$ cat src/rtl/can_rx_destuff.sv
// CAN receive-path bit destuffer with stuff-rule checking and CRC-15 accumulation.
// Sits between the bit-timing sampler and the frame decoder; all outputs except crc_ok are registered.
module can_rx_destuff #(
    parameter int unsigned STUFF_LIMIT = 5,
    parameter logic [14:0] CRC_POLY    = 15'h4599
) (
    input  logic        clk,
    input  logic        rst,
    input  logic        sample_point,
    input  logic        sampled_bit,
    input  logic        stuff_en,
    input  logic        crc_en,
    input  logic        restart,
    output logic        bit_valid,
    output logic        bit_out,
    output logic        stuff_bit,
    output logic        stuff_err,
    output logic [14:0] crc,
    output logic        crc_ok
);

    localparam int unsigned RW = $clog2(STUFF_LIMIT + 1);
    localparam logic [RW-1:0] RUN_MAX = RW'(STUFF_LIMIT);

    logic [RW-1:0] run_len;
    logic          last_bit;
    logic [14:0]   crc_upd;

    always_comb begin
        crc_upd = {crc[13:0], 1'b0} ^ ((sampled_bit ^ crc[14]) ? CRC_POLY : '0);
    end

    assign crc_ok = (crc == '0);

    always_ff @(posedge clk) begin
        if (rst || restart) begin
            run_len   <= '0;
            last_bit  <= 1'b1;
            crc       <= '0;
            stuff_err <= 1'b0;
            bit_valid <= 1'b0;
            bit_out   <= 1'b0;
            stuff_bit <= 1'b0;
        end else begin
            bit_valid <= 1'b0;
            stuff_bit <= 1'b0;
            if (sample_point) begin
                if (!stuff_en) begin
                    bit_valid <= 1'b1;
                    bit_out   <= sampled_bit;
                    run_len   <= '0;
                    last_bit  <= sampled_bit;
                    if (crc_en) crc <= crc_upd;
                end else if (!stuff_err) begin
                    if (run_len == RUN_MAX) begin
                        // The removed stuff bit opens the next run, so run_len restarts at 1.
                        if (sampled_bit == last_bit) begin
                            stuff_err <= 1'b1;
                        end else begin
                            stuff_bit <= 1'b1;
                            last_bit  <= sampled_bit;
                            run_len   <= RW'(1);
                        end
                    end else begin
                        bit_valid <= 1'b1;
                        bit_out   <= sampled_bit;
                        last_bit  <= sampled_bit;
                        if (run_len != '0 && sampled_bit == last_bit)
                            run_len <= run_len + RW'(1);
                        else
                            run_len <= RW'(1);
                        if (crc_en) crc <= crc_upd;
                    end
                end
            end
        end
    end

endmodule

$ cat config.mk
export PLATFORM = sky130hd
export DESIGN_NAME = can_rx_destuff
export DESIGN_NICKNAME = d
export VERILOG_FILES = /design/src/rtl/can_rx_destuff.sv
export SDC_FILE = /design/constraint.sdc
export NUM_CORES = 1
export LEC_CHECK = 0
export ABC_CLOCK_PERIOD_IN_PS = 3900
export CAP_MARGIN = 20
export CORE_UTILIZATION = 52
export DETAILED_ROUTE_END_ITERATION = 7
export PLACE_DENSITY = 0.89
export SLEW_MARGIN = 20
export SYNTH_ARGS = -nofsm -noshare
export SYNTH_HDL_FRONTEND = slang
export SYNTH_SLANG_ARGS = --single-unit
$ cat constraint.sdc
create_clock -name clk -period 3.9 [get_ports clk]
set_input_delay 0.78 -clock clk [delete_from_list [all_inputs] [get_ports clk]]
set_output_delay 0.78 -clock clk [all_outputs]
set_load 0.1 [all_outputs]
==> results.toml, run 1 <==
[pwr]
leakagePower_nw = 0.5448
power_density_nw_per_um2 = 324.3
p_seq_share_pct = 55.2
p_sw_share_pct = 30.24
power_switching_mw = 0.1328
p_comb_share_pct = 19.3
power_frac_clock_pct = 25.5
ir_worst_vdd_uv = 220.2
intPower_mw = 0.3063

[timing]
fin_skew_ns = 0.009342
drv_slew = 0
rsz0062_at_grt = "false"
hold_violations = 0
fin_tns_setup_ns = 0
worst_slew_pin_slew_ns = 0.9843
worst_slew_margin_rel_pct = 34.17
fin_crit_ns = 2.724
fmax_mhz = 367.2
post-route-period-util_pct = 69.83
setup_viol_count_final = 0

[logic_synthesis]
seq_area_frac_synth_pct = 41.03
syn_nets = 128
ys_types = 32
yosysWarnings = 0
syn_inst = 118
syn_area_per_cell_um2 = 9.511
synth_seq_cells = 23
syn-cell-area_um2 = 1122

[cts]
htree_num_levels = 1
postCtsHoldBufs = 0
clockRootBuffer = "clkbuf_4"
cts_tree = "yes"
ctsResizeCount = 0
clockBufferDepth = 2
path_clk_slew_ns = 0.13
cts_setup_buffers = 0
insertion_delay_ns = 0.31
numCtsBuffers = 3
cts_sinks = 23

[critical_path]
critical_path_required_ns = 3.12
cp_max_fo = 5
crit_path_end_kind = "primary output"
cpLargestDelayFamily = "buffers and inverters"
cp.arrival_ns = 1.94
critPathBufInv = 1
path_cells = "clkdlybuf4s50_1"
cp_slowest_cell = "clkdlybuf4s50_1"
criticalPathCategory = "flop to primary output"
reg2reg_slack_ns = 1.88
cp-start-kind = "flop"
cpPeakStageDelay_ns = 1.17

[die]
ioPinCount = 27
die_y_um = 48.46
die_w_um = 48.46
die_area_um2 = 2348
core_um2 = 2002
rows = 16
start_util_pct = 56.06

[route]
drtIter0Drc = 21
routedWlPerCell_um = 12.61
drc = 0
routed_wl_mm = 2.056
routed_via_density = 5.233
vias = 853
ant_nets = 0
first_pass_iters = 5

[grt]
antenna_found_initial = 0
grt_util_all_layers_pct = 19.46
grt_pass1_vias = 794
grt_start_max_net_pins = 19
grt_pass1_wl_mm = 3.450
grt_overflow = 0

[placed_design]
place_congestion = 0.8080
hpwlAfterDp_mm = 1.528
dpl_cell_area_um2 = 1324
io_buffer_count = 26

[finish]
layout-drive-gt1-share_pct = 5.882
final_cell_mix = "25 x clkdlybuf4s50_1, 23 x dfxtp_1, 20 x nor2_1"
area.growth.synth_to_final_pct = 20.62
antenna_cells = 0
final_common_cell = "clkdlybuf4s50_1"
final_cell_area_um2 = 1354
fin_nets = 147

[min_path]
min_path_type = "flop to flop"

[run_status]
status = "completed"

[flow_run]
drv_cap = 0
-- registers in the layout (all words and copies together), names as in the netlist --
signal / cells
crc: 15
run_len: 3
bit_out: 1
bit_valid: 1
last_bit: 1
stuff_bit: 1
stuff_err: 1
-- routing by layer --
metal	track usage (%)	wire length (um)	vias up
met5	0	0	-
li1	-	-	434
met4	10.29	40	0
met2	34.51	1000	18
met3	3.774	75	4
met1	21.98	940	397
-- power groups by stage --
stage	combinational (mW)	sequential [mW]	clock, mW
2_1_floorplan	0.0572	0.258	0
3_3_place_gp	0.0834	0.247	0
3_5_place_dp	0.0846	0.248	0
4_1_cts	0.0850	0.243	0.120
5_1_grt	0.0896	0.243	0.128
6_report	0.0846	0.242	0.112
-- cells by family after synthesis --
kind of cell,after synthesis,share of synthesized area [%]
multiplexers,15,13.38
flip-flops,23,41.03
adder cells (fa/ha/maj),3,3.345
XOR/XNOR,9,7.693
buffers and inverters,15,9.030
AO/OA/AOI/OAI,15,9.365
AND/OR/NAND/NOR,38,16.17
-- final timing paths --
| check | endpoint | from | depth (start not counted) |
|---|---|---|---|
| setup reg to reg | crc[14] | run_len[1] | 6 |
| hold / removal | stuff_bit | stuff_err | 1 |
| setup / recovery | crc[14] | crc[14] | 1 |
| hold reg to reg | stuff_bit | stuff_err | 1 |
-- cell type report --
class	count	area, um2
flip-flops and latches	23	460.4
repair buffers	26	257.7
fillers	175	648.1
clock buffers	3	22.52
multi-input cells	80	560.5
clock inverters	1	7.507
well taps	27	33.78
inverters	3	11.26
-- stage by stage --
stage | std cells | setup slack, ns | total power, mW | utilization, % | hold slack (ns)
finish | 163 | 1.176 | 0.4390 | 67.63 | 0.5103
detailed placement | 159 | 1.205 | 0.3323 | 66.13 | 0.4808
CTS | 163 | 1.160 | 0.4472 | 67.63 | 0.5129
global placement | 159 | 1.281 | 0.3307 | 66.13 | 0.4819
global route | 163 | 1.108 | 0.4605 | 67.63 | 0.5354
floorplan | 118 | 1.250 | 0.3149 | - | 0.4829
-- cells in the mapped netlist --
master / number / area (um2)
a211oi_1: 1 / 7.510
a21boi_1: 1 / 7.510
a21o_1: 1 / 7.510
a21oi_1: 4 / 20.02
a222oi_1: 1 / 10.01
a31oi_1: 1 / 6.260
a32o_1: 1 / 10.01
and4_1: 1 / 8.760
buf_4: 8 / 60.06
buf_6: 2 / 22.52
clkbuf_1: 2 / 7.510
dfxtp_1: 23 / 460.4
ha_1: 3 / 37.54
inv_1: 3 / 11.26
mux2i_1: 15 / 150.1
nand2_1: 3 / 11.26
nand2b_1: 1 / 6.260
nand3_1: 1 / 5.000
nand4_1: 1 / 6.260
nor2_1: 20 / 75.07
nor2b_1: 3 / 18.77
nor3_1: 2 / 10.01
nor4_1: 3 / 18.77
nor4b_1: 1 / 8.760
o211ai_2: 1 / 12.51
o21ai_0: 3 / 15.01
o2bb2ai_1: 1 / 8.760
or2_2: 1 / 6.260
or3_1: 1 / 6.260
xnor2_1: 7 / 61.31
xnor2_2: 1 / 16.27
xor2_1: 1 / 8.760
No activity file was read; power rests on OpenSTA's default activity.
==> run 2, diff against run 1 <==
--- a/config.mk
+++ b/config.mk
@@ -5,11 +5,11 @@
 export SDC_FILE = /design/constraint.sdc
 export NUM_CORES = 1
 export LEC_CHECK = 0
-export ABC_CLOCK_PERIOD_IN_PS = 3900
+export ABC_CLOCK_PERIOD_IN_PS = 2300
 export CAP_MARGIN = 20
-export CORE_UTILIZATION = 52
+export CORE_UTILIZATION = 43
 export DETAILED_ROUTE_END_ITERATION = 7
-export PLACE_DENSITY = 0.89
+export PLACE_DENSITY = 0.8
 export SLEW_MARGIN = 20
 export SYNTH_ARGS = -nofsm -noshare
 export SYNTH_HDL_FRONTEND = slang
==> constraint.sdc (replaced) <==
create_clock -name clk -period 2.3 [get_ports clk]
set_input_delay 0.46 -clock clk [delete_from_list [all_inputs] [get_ports clk]]
set_output_delay 0.46 -clock clk [all_outputs]
set_load 0.1 [all_outputs]
==> run 2 against run 1 <==
Die area is 20% higher. Critical endpoint is now crc_ok. Clock skew fell by 0.0038 ns. Global-route usage shrank 0.44 points. Clock power up 67%. Setup slack lost 0.86 ns. Critical path type unchanged. Sequential cell count stayed put. Sequential share of layout area up 0.095 points. Critical path depth increased by 2. Hold slack improved by 0.0024 ns. Total power up 72%.
==> results.toml, run 2 (synthesis gave the netlist of run 1 again) <==
[placed_design]
dpl_cell_area_um2 = 1324
io_buffer_count = 26
hpwlAfterDp_mm = 1.733
place_congestion = 0.9216
place_inst = 166

[cts]
path_clk_slew_ns = 0.13
clockRootBuffer = "clkbuf_4"
htree_num_levels = 1
cts_setup_buffers = 0
cts_sinks = 23
ctsResizeCount = 0
postCtsHoldBufs = 0
insertion_delay_ns = 0.31
clockBufferDepth = 2
numCtsBuffers = 3
cts_tree = "yes"

[timing]
worst_slew_pin_slew_ns = 0.4320
worst_slew_margin_rel_pct = 71.06
fmax_mhz = 505.3
fin_crit_ns = 1.979
drv_slew = 0
rsz0062_at_grt = "false"
fin_skew_ns = 0.005526
hold_violations = 0
setup_viol_count_final = 0
fin_tns_setup_ns = 0
post-route-period-util_pct = 86.05

[finish]
top_regs = "crc x15, run_len x3"
final_cell_mix = "23 x dfxtp_1, 23 x buf_4, 20 x nor2_1"
largest_reg_flops = 15
fin_nets = 151
area.growth.synth_to_final_pct = 20.29
fin_cells = 170
layout-drive-gt1-share_pct = 22.14
n_fill_cell = 242
max_flop_register = "crc"
antenna_cells = 0
final_cell_area_um2 = 1350

[pwr]
p_sw_share_pct = 29.80
ir_worst_vdd_uv = 467.0
p_comb_share_pct = 20.8
power_switching_mw = 0.2251
total_power_mw = 0.7554
leakagePower_nw = 0.6087
power_frac_clock_pct = 24.8
p_seq_share_pct = 54.4
intPower_mw = 0.5303
power_density_nw_per_um2 = 559.5

[critical_path]
criticalPathCategory = "flop to primary output"
cp_slowest_cell = "dfxtp_1"
cpPeakStageDelay_ns = 0.37
reg2reg_slack_ns = 0.57
cp_max_fo = 4
cp-start-kind = "flop"
cp.arrival_ns = 1.52
crit_path_end_kind = "primary output"
rr_endpoint = "crc[12]"
path_cells = "nor4_1 > and4_2 > buf_12"
critical_path_required_ns = 1.84
r2r_cells = 6
r2r-start = "run_len[0]"

[grt]
antenna_found_initial = 0
grt_pass1_vias = 834
grt_start_max_net_pins = 19
grt_overflow = 0
grt_util_all_layers_pct = 19.03
grt_pass1_wl_mm = 3.774

[min_path]
min_path_type = "flop to flop"
min_to = "bit_out"
holdCritStartpoint = "bit_out"
min_delay_path_depth = 2

[die]
die_w_um = 53.09
core_um2 = 2477
start_util_pct = 45.30
ioPinCount = 27
die_area_um2 = 2819
rows = 18
die_y_um = 53.09

[run_status]
status = "completed"

[route]
routed_wl_mm = 2.296
ant_nets = 0
drtIter0Drc = 17
drc = 0
vias = 887
first_pass_iters = 4
routed_via_density = 5.218
routedWlPerCell_um = 13.51

[flow_run]
drv_cap = 0
[run 2: worst max-delay path by stage]
stage               slack, ns  cells after the start  startpoint       to
finish                   0.32                      3      crc[3]   crc_ok
global route             0.21                      3     crc[14]   crc_ok
CTS                      0.31                      3      crc[3]   crc_ok
detailed placement       0.20                      6    stuff_en  crc[12]
global placement         0.28                      6    stuff_en   crc[5]
floorplan                0.21                      2     crc[14]   crc_ok
[run 2: power by group through the flow]
| stage | Combinational [mW] | Clock (mW) | Sequential (mW) |
|---|---|---|---|
| final | 0.157 | 0.187 | 0.411 |
| after global routing | 0.168 | 0.204 | 0.412 |
| after CTS | 0.157 | 0.190 | 0.411 |
| after detailed placement | 0.157 | 0 | 0.420 |
| after global placement | 0.154 | 0 | 0.419 |
| after floorplan | 0.0976 | 0 | 0.437 |
[run 2: metrics by stage]
step           util (%)  hold WS, ns  setup WS (ns)
2_1_floorplan         -       0.4829         0.2136
3_3_place_gp      53.43       0.4838         0.2792
3_5_place_dp      53.43       0.4944         0.2019
4_1_cts           54.49       0.5244         0.3076
5_1_grt           54.49       0.5621         0.2067
6_report          54.49       0.5127         0.3209
[run 2: worst max-delay path, delay by kind of cell (launching register included)]
| kind | cells | cell delay [ns] |
|---|---|---|
| simple gates | 2 | 0.66 |
| flops | 1 | 0.37 |
| buf+inv | 1 | 0.18 |
[run 2: metal layers]
metal	vias up	GRT usage [%]	share of wire, %
met1	414	23.69	44
met3	7	2.586	3.3
met4	0	10.53	2.7
met5	-	0	0
met2	25	31.22	50
li1	441	-	-
[run 2: cell type report]
cell class	count	area [um2]	area share, %
multi-input cells	80	561.8	41.61
repair buffers	30	252.7	18.72
flip-flops and latches	23	460.4	34.11
clock buffers	4	26.28	1.946
inverters	3	11.26	0.8341
well taps	30	37.54	2.780
